==> src/rtl/alu_op_sequencer_pkg.sv <==
// Shared types and constants for the ALU opcode sequencer.
// Response layout: {opcode, result, carry, slt, iszero}.
package alu_op_sequencer_pkg;

  localparam int OPW   = 6;
  localparam int RSP_W = 10;

  localparam int RSP_ZERO  = 0;
  localparam int RSP_SLT   = 1;
  localparam int RSP_CARRY = 2;
  localparam int RSP_RES   = 3;
  localparam int RSP_OP    = 4;

  typedef enum logic [2:0] {
    S_IDLE,
    S_ISSUE,
    S_SETTLE,
    S_HOLD,
    S_DONE
  } seq_state_e;

endpackage

==> src/rtl/alu_op_sequencer_if.sv <==
// Program load, run control, ALU drive/sense and response
// handshake of the opcode sequencer.
interface alu_op_sequencer_if
  import alu_op_sequencer_pkg::*;
#(
  parameter int DEPTH = 8
);

  localparam int CW = $clog2(DEPTH) + 1;

  logic             load_valid;
  logic [OPW-1:0]   load_opcode;
  logic             load_ready;
  logic             clear;
  logic             start;
  logic             busy;
  logic             done;
  logic [CW-1:0]    count;
  logic [OPW-1:0]   alu_opcode;
  logic             alu_result;
  logic             alu_carry;
  logic             alu_slt;
  logic             alu_iszero;
  logic             rsp_valid;
  logic             rsp_ready;
  logic [RSP_W-1:0] rsp_data;

  modport master (
    input  load_valid, load_opcode,
    input  clear, start,
    input  alu_result, alu_carry,
    input  alu_slt, alu_iszero,
    input  rsp_ready,
    output load_ready, busy, done,
    output count, alu_opcode,
    output rsp_valid, rsp_data
  );

  modport slave (
    output load_valid, load_opcode,
    output clear, start,
    output alu_result, alu_carry,
    output alu_slt, alu_iszero,
    output rsp_ready,
    input  load_ready, busy, done,
    input  count, alu_opcode,
    input  rsp_valid, rsp_data
  );

endinterface

==> src/rtl/alu_op_sequencer_prog_buf.sv <==
// Program store: DEPTH x OPW registers, one write port,
// asynchronous read port. Contents are not reset.
module alu_prog_buf
  import alu_op_sequencer_pkg::*;
#(
  parameter int DEPTH = 8,
  parameter int AW    = $clog2(DEPTH)
) (
  input  logic           clk,
  input  logic           i_we,
  input  logic [AW-1:0]  i_waddr,
  input  logic [OPW-1:0] i_wdata,
  input  logic [AW-1:0]  i_raddr,
  output logic [OPW-1:0] o_rdata
);

  logic [OPW-1:0] r_mem [DEPTH];

  always_ff @(posedge clk) begin
    if (i_we) r_mem[i_waddr] <= i_wdata;
  end

  assign o_rdata = r_mem[i_raddr];

endmodule

==> src/rtl/alu_op_sequencer.sv <==
// Steps a stored opcode program through an external ALU,
// capturing each settled result into a held response.
module alu_op_sequencer
  import alu_op_sequencer_pkg::*;
#(
  parameter int DEPTH  = 8,
  parameter int SETTLE = 2
) (
  input  logic clk,
  input  logic rst_n,
  alu_op_sequencer_if.master bus
);

  localparam int AW = $clog2(DEPTH);
  localparam int CW = AW + 1;
  localparam int SW = (SETTLE > 1) ? $clog2(SETTLE) : 1;

  seq_state_e       r_state;
  logic [CW-1:0]    r_count;
  logic [AW-1:0]    r_index;
  logic [OPW-1:0]   r_opcode;
  logic [SW-1:0]    r_settle;
  logic             r_rsp_valid;
  logic [RSP_W-1:0] r_rsp_data;
  logic             r_done;
  logic             r_busy;

  logic             w_idle;
  logic             w_load_ready;
  logic             w_we;
  logic             w_last;
  logic [OPW-1:0]   w_rd_data;

  assign w_idle       = (r_state == S_IDLE);
  assign w_load_ready = w_idle && (r_count < CW'(DEPTH));
  // start and clear both outrank a same-cycle write
  assign w_we   = w_load_ready && bus.load_valid &&
                  !bus.start && !bus.clear;
  assign w_last = ({1'b0, r_index} == (r_count - CW'(1)));

  alu_prog_buf #(
    .DEPTH (DEPTH)
  ) u_buf (
    .clk     (clk),
    .i_we    (w_we),
    .i_waddr (r_count[AW-1:0]),
    .i_wdata (bus.load_opcode),
    .i_raddr (r_index),
    .o_rdata (w_rd_data)
  );

  always_ff @(posedge clk or negedge rst_n) begin
    if (!rst_n) begin
      r_state     <= S_IDLE;
      r_count     <= '0;
      r_index     <= '0;
      r_opcode    <= '0;
      r_settle    <= '0;
      r_rsp_valid <= 1'b0;
      r_rsp_data  <= '0;
      r_done      <= 1'b0;
      r_busy      <= 1'b0;
    end else begin
      r_done <= 1'b0;
      unique case (r_state)
        S_IDLE: begin
          if (bus.start) begin
            r_busy  <= 1'b1;
            r_index <= '0;
            if (r_count != '0) begin
              r_state <= S_ISSUE;
            end else begin
              r_state <= S_DONE;
              r_done  <= 1'b1;
            end
          end else if (bus.clear) begin
            r_count <= '0;
          end else if (w_we) begin
            r_count <= r_count + CW'(1);
          end
        end
        S_ISSUE: begin
          r_opcode <= w_rd_data;
          r_settle <= SW'(SETTLE - 1);
          r_state  <= S_SETTLE;
        end
        S_SETTLE: begin
          if (r_settle == '0) begin
            r_rsp_data[RSP_OP +: OPW] <= r_opcode;
            r_rsp_data[RSP_RES]       <= bus.alu_result;
            r_rsp_data[RSP_CARRY]     <= bus.alu_carry;
            r_rsp_data[RSP_SLT]       <= bus.alu_slt;
            r_rsp_data[RSP_ZERO]      <= bus.alu_iszero;
            r_rsp_valid               <= 1'b1;
            r_state                   <= S_HOLD;
          end else begin
            r_settle <= r_settle - SW'(1);
          end
        end
        S_HOLD: begin
          if (bus.rsp_ready) begin
            r_rsp_valid <= 1'b0;
            if (w_last) begin
              r_state <= S_DONE;
              r_done  <= 1'b1;
            end else begin
              r_index <= r_index + AW'(1);
              r_state <= S_ISSUE;
            end
          end
        end
        S_DONE: begin
          r_busy  <= 1'b0;
          r_state <= S_IDLE;
        end
        default: begin
          r_busy  <= 1'b0;
          r_state <= S_IDLE;
        end
      endcase
    end
  end

  assign bus.load_ready = w_load_ready;
  assign bus.busy       = r_busy;
  assign bus.done       = r_done;
  assign bus.count      = r_count;
  assign bus.alu_opcode = r_opcode;
  assign bus.rsp_valid  = r_rsp_valid;
  assign bus.rsp_data   = r_rsp_data;

endmodule

==> src/flat_wrapper.sv <==
// flat-port wrapper written by rule: the top's interface ports become plain ports
module alu_op_sequencer_flat import alu_op_sequencer_pkg::*;
#(
  parameter int DEPTH  = 8,
  parameter int SETTLE = 2
)
  (clk, rst_n, bus_load_valid, bus_load_opcode, bus_clear, bus_start, bus_alu_result, bus_alu_carry, bus_alu_slt, bus_alu_iszero, bus_rsp_ready, bus_load_ready, bus_busy, bus_done, bus_count, bus_alu_opcode, bus_rsp_valid, bus_rsp_data);
  alu_op_sequencer_if #(.DEPTH(DEPTH)) bus_i ();
  input  logic clk;
  input  logic rst_n;
  input wire logic [$bits(bus_i.load_valid)-1:0] bus_load_valid;
  input wire logic [$bits(bus_i.load_opcode)-1:0] bus_load_opcode;
  input wire logic [$bits(bus_i.clear)-1:0] bus_clear;
  input wire logic [$bits(bus_i.start)-1:0] bus_start;
  input wire logic [$bits(bus_i.alu_result)-1:0] bus_alu_result;
  input wire logic [$bits(bus_i.alu_carry)-1:0] bus_alu_carry;
  input wire logic [$bits(bus_i.alu_slt)-1:0] bus_alu_slt;
  input wire logic [$bits(bus_i.alu_iszero)-1:0] bus_alu_iszero;
  input wire logic [$bits(bus_i.rsp_ready)-1:0] bus_rsp_ready;
  output wire logic [$bits(bus_i.load_ready)-1:0] bus_load_ready;
  output wire logic [$bits(bus_i.busy)-1:0] bus_busy;
  output wire logic [$bits(bus_i.done)-1:0] bus_done;
  output wire logic [$bits(bus_i.count)-1:0] bus_count;
  output wire logic [$bits(bus_i.alu_opcode)-1:0] bus_alu_opcode;
  output wire logic [$bits(bus_i.rsp_valid)-1:0] bus_rsp_valid;
  output wire logic [$bits(bus_i.rsp_data)-1:0] bus_rsp_data;
  assign bus_i.load_valid = bus_load_valid;
  assign bus_i.load_opcode = bus_load_opcode;
  assign bus_i.clear = bus_clear;
  assign bus_i.start = bus_start;
  assign bus_i.alu_result = bus_alu_result;
  assign bus_i.alu_carry = bus_alu_carry;
  assign bus_i.alu_slt = bus_alu_slt;
  assign bus_i.alu_iszero = bus_alu_iszero;
  assign bus_i.rsp_ready = bus_rsp_ready;
  assign bus_load_ready = bus_i.load_ready;
  assign bus_busy = bus_i.busy;
  assign bus_done = bus_i.done;
  assign bus_count = bus_i.count;
  assign bus_alu_opcode = bus_i.alu_opcode;
  assign bus_rsp_valid = bus_i.rsp_valid;
  assign bus_rsp_data = bus_i.rsp_data;
  alu_op_sequencer #(.DEPTH(DEPTH), .SETTLE(SETTLE)) u_core (.clk(clk), .rst_n(rst_n), .bus(bus_i));
endmodule
==> config.mk <==
export PLATFORM = sky130hd
export DESIGN_NAME = alu_op_sequencer_flat
export DESIGN_NICKNAME = d
export VERILOG_FILES = /design/src/rtl/alu_op_sequencer_pkg.sv /design/src/rtl/alu_op_sequencer_if.sv /design/src/rtl/alu_op_sequencer_prog_buf.sv /design/src/rtl/alu_op_sequencer.sv /design/src/flat_wrapper.sv
export SDC_FILE = /design/constraint.sdc
export NUM_CORES = 1
export LEC_CHECK = 0
export ABC_AREA = 1
export BUFFER_PORTS_ARGS = -buffer_cell sky130_fd_sc_hd__buf_4
export CORE_MARGIN = 4
export CORE_UTILIZATION = 35
export CTS_BUF_LIST = sky130_fd_sc_hd__clkbuf_16
export DETAILED_ROUTE_END_ITERATION = 8
export MAX_ROUTING_LAYER = met4
export SETUP_SLACK_MARGIN = 0.5
export SLEW_MARGIN = 15
export SYNTH_ARGS = -nofsm -noshare
export SYNTH_HDL_FRONTEND = slang
export SYNTH_HIERARCHICAL = 1
export SYNTH_SLANG_ARGS = --single-unit
export TNS_END_PERCENT = 30
==> constraint.sdc <==
create_clock -name clk -period 1.8 [get_ports clk]
set_input_delay 0.18 -clock clk [delete_from_list [all_inputs] [get_ports clk]]
set_output_delay 0.18 -clock clk [all_outputs]
set_load 0.05 [all_outputs]
==> results of run 1 <==
==> worst min-delay path: cells and delay by family <==
kind,cells,cell delay (ns)
AND/OR/NAND/NOR,2,0.12
buffers and inverters,1,0.08
==> flip-flops by register name (all words and copies together) (netlist names), 3 cells and up <==
| name | flops |
|---|---|
| u_core/bus.alu_opcode | 6 |
| u_core/bus.count | 4 |
| u_core/bus.rsp_data | 10 |
| u_core/r_index | 3 |
| u_core/r_state | 3 |
| u_core/u_buf/r_mem | 48 |
==> routing by layer <==
layer,up-vias,track usage,wire length [um]
li1,1388,-,-
met1,1241,0.204,3690
met2,80,0.221,3820
met3,12,0.0338,407
met4,0,0.0695,173
met5,-,-,0
==> power breakdown <==
group,internal [mW],switching (mW)
registers,2.22,0.250
logic,1.25,2.38
clock network,1.14,0.650
==> layout by cell type (no fill, tap or decap), types with 3 or more instances in the layout <==
master / netlist / final
a21oi_1: 4 / 4
buf_4: 2 / 62
clkbuf_16: 0 / 10
dfrtp_1: 30 / 26
dfrtp_2: 0 / 4
edfxtp_1: 48 / 48
inv_1: 68 / 65
inv_2: 4 / 10
mux2_2: 5 / 5
nand2_1: 140 / 131
nand2_2: 1 / 6
nand2_4: 1 / 4
nand3_1: 44 / 41
nand3_2: 0 / 3
nor2_1: 20 / 11
nor2_2: 2 / 3
nor2_4: 0 / 8
o21ai_0: 4 / 3
or2_4: 3 / 3
==> logic make-up (layout without fill, tap and decap cells) <==
kind of cell	count (synthesis)	in the layout	synth area share
AND/OR/NAND/NOR	215	215	0.248
buffers and inverters	84	155	0.101
flip-flops	78	78	0.601
AO/OA/AOI/OAI	12	12	0.0182
multiplexers	5	5	0.0154
adder cells (fa/ha/maj)	4	4	0.0137
XOR/XNOR	1	1	0.00240
==> worst paths after layout <==
path,from,slack [ns],cells after the start,endpoint
max reg2reg,u_core/r_state[2],0.16,8,u_core/bus.rsp_data[7]
min,bus_alu_carry,0.08,3,u_core/bus.rsp_data[2]
max,u_core/r_state[2],0.16,5,bus_load_ready
min in group asynchronous,rst_n,0.32,2,u_core/bus.rsp_data[2]
min reg2reg,u_core/bus.rsp_data[5],0.47,2,u_core/bus.rsp_data[5]
max in group asynchronous,rst_n,1.17,2,u_core/bus.count[1]
==> repair_timing <==
item,4_1_cts,5_1_grt
buffers inserted,4,13
pin swaps,0,10
hold buffers,1,0
gates cloned,0,1
endpoints found under the hold margin,30,0
gates resized for setup,2,22
endpoints found under the setup margin,80,81
==> area by class of cell <==
type | count | area, um^2
well taps | 133 | 166
inverters | 74 | 295
clock buffers | 10 | 250
repair buffers | 64 | 480
clock inverters | 6 | 50.0
repair inverters | 1 | 8.76
fillers | 923 | 5250
flip-flops and latches | 78 | 2200
multi-input cells | 237 | 1260
==> through the flow <==
| step | instance area (um^2) | utilization | instances | power (mW) | hold WS [ns] |
|---|---|---|---|---|---|
| detailed placement | 4180 | 0.420 | 568 | 5.68 | 0.135 |
| global route | 4700 | 0.473 | 603 | 8.40 | 0.0912 |
| finish | 4700 | 0.473 | 603 | 7.89 | 0.0805 |
| floorplan | 3750 | - | 399 | 4.86 | -0.116 |
| CTS | 4530 | 0.455 | 589 | 7.57 | 0.0702 |
| global placement | 4180 | 0.420 | 568 | 5.64 | 0.131 |
==> flow_metrics.env, run 1 <==
export IMPL_grt_total_usage=0.152
export IMPL_clk_latency_ns=0.33
export IMPL_leakage_nw=2.23
export IMPL_slowest_stage="dfrtp_1"
export IMPL_postSynthCellCount=399
export IMPL_timing_final_ws_setup_ns=0.159
export IMPL_path_class="register to output pin"
export IMPL_ir_drop_uv=949
export IMPL_fp_coreArea_mm2=0.00995
export IMPL_place_congestion=0.816
export IMPL_crit_buf_inv=3
export IMPL_synthFlopType="edfxtp_1"
export IMPL_grt_overflow_total=0
export IMPL_start_util=0.366
export IMPL_timing_final_crit_share=0.911
export IMPL_powerDensity_mw_per_mm2=1680
export IMPL_worst_pin_slew_ns=0.526
export IMPL_drive_gt1_frac=0.279
export IMPL_critPathLaunchType="register"
export IMPL_antenna_found_initial=0
export IMPL_yosys_warnings=6
export IMPL_yosys_top_cells_count="nand2_1 (140), inv_1 (68), edfxtp_1 (48)"
export IMPL_clk_pin_slew_ns=0.06
export IMPL_drv_slew=0
export IMPL_worstPathRequired_ns=1.62
export IMPL_critPathMaxFanout=3
export IMPL_synth_top_area_share=0.395
export IMPL_setup_violations=0
export IMPL_num_antenna_cells=0
export IMPL_synth_top_area_cell="edfxtp_1"
export IMPL_cts_sinks=78
export IMPL_io_buffers=39
export IMPL_preCtsSetupSlack_ns=0.0781
export IMPL_synth_cell_area_mm2=0.00364
export IMPL_ant_nets=0
export IMPL_cts_tree="yes"
export IMPL_htree_levels=3
export IMPL_max_clock_path_buffers=2
export IMPL_cp_common_cell="buf_4"
export IMPL_cp_top_family="buffers and inverters"
export IMPL_cp_arrival_ns=1.46
export IMPL_cts_made_buffers=9
export IMPL_io_pins=40
export IMPL_finalHoldViolCount=0
export IMPL_fp_dieH_um=110
export IMPL_dieArea_mm2=0.0121
export IMPL_crit_path_end_kind="output pin"
export IMPL_clock_tree_root_cell="clkbuf_16"
export IMPL_max_freq_mhz=610
export IMPL_synth_area_top_cells="edfxtp_1 (40%), dfrtp_1 (21%), nand2_1 (14%)"
export IMPL_drtIter0Drc=249
export IMPL_finalCriticalPeriod_ns=1.64
export IMPL_outcome="completed"
export IMPL_area_growth_pct=29.1
export IMPL_synthArstFlopShare=0.385
export IMPL_synthDistinctLibCells=27
export IMPL_drc=0
export IMPL_relSlewSlack=0.649
export IMPL_avgSynthCellArea_um2=9.13
export IMPL_drtPass1Iterations=5
export IMPL_wl_per_cell_um=13.4
export IMPL_yosysMostFrequentCell="nand2_1"
export IMPL_syn_num_nets=419
export IMPL_drt_wl_total_um=8090
export IMPL_rows=36
export IMPL_yosys_register_bits=78
export IMPL_viasPerCell=4.51
export IMPL_ys_seq_area_frac=0.601
export IMPL_maxCapViolCount=0
export IMPL_synth_edff_count=48
export IMPL_die_w_um=110
export IMPL_finClkSkew_ns=0.00722
export IMPL_grt_max_degree=31
export IMPL_dp_hpwl_um=5740
export IMPL_grt_pass1_wl_um=13300
export IMPL_first_global_vias=2644
export IMPL_rsz0062_at_grt="yes"
export IMPL_hold_class="primary input to register"
export IMPL_nets=485
export IMPL_setup_tns_ns=0
export IMPL_via_count=2721
export IMPL_worstPathCellList="nor3_4 > buf_4 > inv_2 > nor2_1 > buf_4"
export IMPL_slowest_delay_ns=0.41
Power figures use the tool's default switching activity.
==> run 2, diff against run 1 <==
- BUFFER_PORTS_ARGS: -buffer_cell sky130_fd_sc_hd__buf_4 -> -buffer_cell sky130_fd_sc_hd__buf_2
==> flow_metrics.env, run 2 (synthesis gave the netlist of run 1 again) <==
export IMPL_cp_common_cell="nor3_4"
export IMPL_wl_per_cell_um=13.6
export IMPL_final_common_cell="nand2_1"
export IMPL_setup_tns_ns=0
export IMPL_hold_path_cell_count=3
export IMPL_via_count=2661
export IMPL_cts_tree="yes"
export IMPL_die_w_um=110
export IMPL_largest_reg_flops=48
export IMPL_regMostFlops="u_core/u_buf/r_mem"
export IMPL_io_buffers=39
export IMPL_relSlewSlack=0.556
export IMPL_drtIter0Drc=183
export IMPL_nets=472
export IMPL_dieArea_mm2=0.0121
export IMPL_finalHoldViolCount=0
export IMPL_timing_final_crit_share=0.946
export IMPL_critPathMaxFanout=6
export IMPL_drv_slew=0
export IMPL_ant_nets=0
export IMPL_cts_sinks=78
export IMPL_maxCapViolCount=0
export IMPL_final_cell_mix="nand2_1 (136), inv_1 (66), edfxtp_1 (48)"
export IMPL_fp_dieH_um=110
export IMPL_worstPathRequired_ns=1.82
export IMPL_crit_path_end_kind="register"
export IMPL_max_clock_path_buffers=2
export IMPL_grt_overflow_total=0
export IMPL_io_pins=40
export IMPL_start_util=0.366
export IMPL_hold_class="primary input to register"
export IMPL_finalCriticalPeriod_ns=1.70
export IMPL_area_growth_pct=23.1
export IMPL_clock_tree_root_cell="clkbuf_16"
export IMPL_dp_hpwl_um=5770
export IMPL_drtPass1Iterations=4
export IMPL_max_freq_mhz=587
export IMPL_worst_pin_slew_ns=0.665
export IMPL_htree_levels=3
export IMPL_slowest_delay_ns=0.41
export IMPL_drt_wl_total_um=8030
export IMPL_final_cells=590
export IMPL_critPathLaunchType="register"
export IMPL_path_class="register to register"
export IMPL_rows=36
export IMPL_first_global_vias=2606
export IMPL_drc=0
export IMPL_worstPathCellList="nor3_4 > nand3_2 > nor3_4 > nand2_4 > nor2_4"
export IMPL_slowest_stage="dfrtp_1"
export IMPL_place_congestion=0.779
export IMPL_powerDensity_mw_per_mm2=1670
export IMPL_finClkSkew_ns=0.0100
export IMPL_dpl_cell_count=565
export IMPL_fp_coreArea_mm2=0.00995
export IMPL_ir_drop_uv=829
export IMPL_drive_gt1_frac=0.241
export IMPL_rsz0062_at_grt="yes"
export IMPL_cts_made_buffers=9
export IMPL_antenna_found_initial=0
export IMPL_viasPerCell=4.51
export IMPL_num_antenna_cells=0
export IMPL_grt_total_usage=0.148
export IMPL_clk_latency_ns=0.33
export IMPL_leakage_nw=2.15
export IMPL_cp_arrival_ns=1.72
export IMPL_clk_pin_slew_ns=0.06
export IMPL_setup_violations=0
export IMPL_outcome="completed"
export IMPL_grt_max_degree=31
export IMPL_r2r_cells=5
export IMPL_grt_pass1_wl_um=13200
run 2: where the power goes:
group	switching [mW]	total [mW]	internal (mW)
sequential	0.239	2.46	2.22
combinational	2.27	3.21	0.940
clock	0.681	1.83	1.15
total	3.19	7.50	4.31
run 2: repair_timing:
action,4_1_cts,5_1_grt
buffers inserted,3,5
resized for setup,2,7
cloned,0,0
endpoints found under the hold margin,30,0
hold buffers,1,0
endpoints found under the setup margin,81,82
pin swaps,6,7
run 2: final cells by class:
| type | count | area (um^2) |
|---|---|---|
| clock buffers | 10 | 250 |
| multi-input cells | 237 | 1220 |
| repair buffers | 52 | 310 |
| clock inverters | 6 | 58.8 |
| well taps | 133 | 166 |
| fillers | 929 | 5470 |
| inverters | 74 | 284 |
| flip-flops and latches | 78 | 2200 |
run 2: critical path: cells and delay by family (launching register included):
family           cells  cell delay [ns]
AND/OR/NAND/NOR      5             0.98
flip-flops           1             0.41
run 2: through the flow:
stage                     utilization  instance area, um^2  setup WS (ns)  total power [mW]  hold slack, ns
after floorplan                     -                 3750          0.179              4.86          -0.116
after global placement          0.409                 4070         0.0777              5.48           0.247
after detailed placement        0.409                 4070         0.0307              5.52           0.255
after CTS                       0.444                 4420        0.00767              7.45          0.0743
after global routing            0.451                 4490         0.0285              7.98          0.0854
final                           0.451                 4490         0.0964              7.50          0.0866
run 2: worst paths after layout:
path	slack, ns	endpoint	startpoint
min	0.09	u_core/bus.rsp_data[1]	bus_alu_slt
min in group asynchronous	0.42	u_core/bus.rsp_data[1]	rst_n
max in group asynchronous	0.91	u_core/bus.count[1]	rst_n
min reg2reg	0.47	u_core/bus.rsp_data[7]	u_core/bus.rsp_data[7]
max reg2reg	0.1	u_core/u_buf/r_mem[3][1]	u_core/r_state[1]
max	0.1	u_core/u_buf/r_mem[3][1]	u_core/r_state[1]
run 2: metal layers:
metal | global-route usage | up-vias | wire length, um
met5 | - | - | 0
met2 | 0.221 | 65 | 3810
met3 | 0.0186 | 17 | 266
li1 | - | 1361 | -
met1 | 0.194 | 1218 | 3740
met4 | 0.0837 | 0 | 218
==> run 3, diff against run 2 <==
- CTS_BUF_LIST: sky130_fd_sc_hd__clkbuf_16 -> not set
==> flow_metrics.env, run 3 (synthesis gave the netlist of run 1 again) <==
export IMPL_drt_wl_total_um=7990
export IMPL_r2r_cells=5
export IMPL_maxCapViolCount=0
export IMPL_max_freq_mhz=592
export IMPL_die_w_um=110
export IMPL_cts_made_buffers=9
export IMPL_relSlewSlack=0.552
export IMPL_grt_overflow_total=0
export IMPL_preCtsSetupSlack_ns=0.0307
export IMPL_crit_path_end_kind="register"
export IMPL_clk_pin_slew_ns=0.09
export IMPL_grt_pass1_wl_um=13200
export IMPL_dp_hpwl_um=5770
export IMPL_cts_tree="yes"
export IMPL_worstPathCellList="nor3_4 > nand3_2 > nor3_4 > nand2_4 > nor2_4"
export IMPL_outcome="completed"
export IMPL_finClkSkew_ns=0.0151
export IMPL_slowest_stage="dfrtp_1"
export IMPL_critPathMaxFanout=6
export IMPL_final_cell_mix="nand2_1 (116), inv_1 (65), edfxtp_1 (48)"
export IMPL_dieArea_mm2=0.0121
export IMPL_io_buffers=39
export IMPL_final_core_util=0.461
export IMPL_leakage_nw=2.23
export IMPL_hold_end="u_core/bus.rsp_data[1]"
export IMPL_power_mw=7.25
export IMPL_start_util=0.366
export IMPL_num_antenna_cells=0
export IMPL_fp_dieH_um=110
export IMPL_via_count=2681
export IMPL_htree_levels=3
export IMPL_max_clock_path_buffers=2
export IMPL_finalHoldWorstSlack_ns=0.0631
export IMPL_grt_total_usage=0.147
export IMPL_largest_reg_flops=48
export IMPL_cts_sinks=78
export IMPL_r2r_slack_ns=0.11
export IMPL_rows=36
export IMPL_crit_buf_inv=0
export IMPL_cp_common_cell="nor3_4"
export IMPL_path_class="register to register"
export IMPL_powerDensity_mw_per_mm2=1580
export IMPL_clk_latency_ns=0.35
export IMPL_hold_class="primary input to register"
export IMPL_drtIter0Drc=129
export IMPL_place_congestion=0.779
export IMPL_regMostFlops="u_core/u_buf/r_mem"
export IMPL_nets=472
export IMPL_drc=0
export IMPL_drive_gt1_frac=0.324
export IMPL_first_global_vias=2665
export IMPL_final_common_cell="nand2_1"
export IMPL_fillers=917
export IMPL_drv_slew=0
export IMPL_viasPerCell=4.54
export IMPL_drtPass1Iterations=4
export IMPL_worstPathRequired_ns=1.84
export IMPL_worst_pin_slew_ns=0.671
export IMPL_slowest_delay_ns=0.42
export IMPL_rsz0062_at_grt="yes"
export IMPL_wl_per_cell_um=13.5
export IMPL_area_growth_pct=26.0
export IMPL_timing_final_ws_setup_ns=0.111
export IMPL_cp_top_family="simple AND/OR/NAND/NOR gates"
export IMPL_clock_tree_root_cell="clkbuf_8"
export IMPL_timing_final_crit_share=0.938
export IMPL_finalHoldViolCount=0
export IMPL_fp_coreArea_mm2=0.00995
export IMPL_hold_path_cell_count=3
export IMPL_cp_arrival_ns=1.73
export IMPL_timing_rr_end="u_core/u_buf/r_mem[2][5]"
export IMPL_ant_nets=0
export IMPL_critPathLaunchType="register"
export IMPL_antenna_found_initial=0
export IMPL_rr_startpoint="u_core/r_state[2]"
export IMPL_ir_drop_uv=893
export IMPL_finalCriticalPeriod_ns=1.69
export IMPL_hold_start="bus_alu_slt"
export IMPL_io_pins=40
export IMPL_grt_max_degree=31
export IMPL_setup_violations=0
==> run 3: cell counts in the layout (fill, tap and decap cells not counted) <==
No cell type changed its count.
==> run 3: cell type report <==
cell class	count	area [um^2]	area share
sequential	78	2200	0.479
tap	133	166	0.0362
clock inverter	6	58.8	0.0128
clock buffer	10	149	0.0324
timing repair buffer	52	319	0.0695
multi-input combinational	237	1400	0.305
inverter	74	300	0.0654
==> run 3: repair_timing <==
| item | 4_1_cts | 5_1_grt |
|---|---|---|
| pin swaps | 38 | 6 |
| endpoints found under the setup margin | 82 | 80 |
| gates resized for setup | 63 | 1 |
| endpoints found under the hold margin | 30 | 0 |
| setup buffers | 3 | 5 |
| hold buffers | 1 | 0 |
==> run 3: where the power goes <==
group          total, mW  leakage [nW]  internal (mW)  switching (mW)
logic               3.46          1.32           1.07            2.39
registers           2.46         0.800           2.22           0.241
clock network       1.33         0.111          0.717           0.614
==> run 3: worst min-delay path, cell delays in order <==
cell and delay, ns:
buf_2 0.08, nand3_1 0.06, nand2_1 0.06
==> run 3: stage by stage <==
stage	TNS [ns]	instance area, um^2	std cells
floorplan	0	3750	399
global placement	0	4070	565
detailed placement	0	4070	565
CTS	-0.0167	4550	585
global route	0	4590	590
finish	0	4590	590
==> run 3: worst max path at each step <==
stage / end / cells past startpoint / start / slack (ns)
final: u_core/u_buf/r_mem[2][5] / 5 / u_core/r_state[2] / 0.11
after global routing: u_core/u_buf/r_mem[2][0] / 5 / u_core/r_state[2] / 0.04
after CTS: u_core/u_buf/r_mem[3][1] / 5 / u_core/r_state[1] / -0.003
after detailed placement: u_core/u_buf/r_mem[3][2] / 5 / u_core/r_state[2] / 0.03
after global placement: u_core/u_buf/r_mem[1][3] / 5 / u_core/r_state[0] / 0.08
after floorplan: u_core/r_index[2] / 12 / u_core/bus.count[0] / 0.18
==> run 3: routing by layer <==
layer | share of wire | wire [um] | vias to the layer above | global-route usage
met3 | 0.029 | 231 | 22 | 0.0227
met4 | 0.032 | 259 | 0 | 0.0721
met1 | 0.47 | 3780 | 1255 | 0.193
met5 | 0 | 0 | - | -
met2 | 0.46 | 3710 | 50 | 0.224
li1 | - | - | 1354 | -
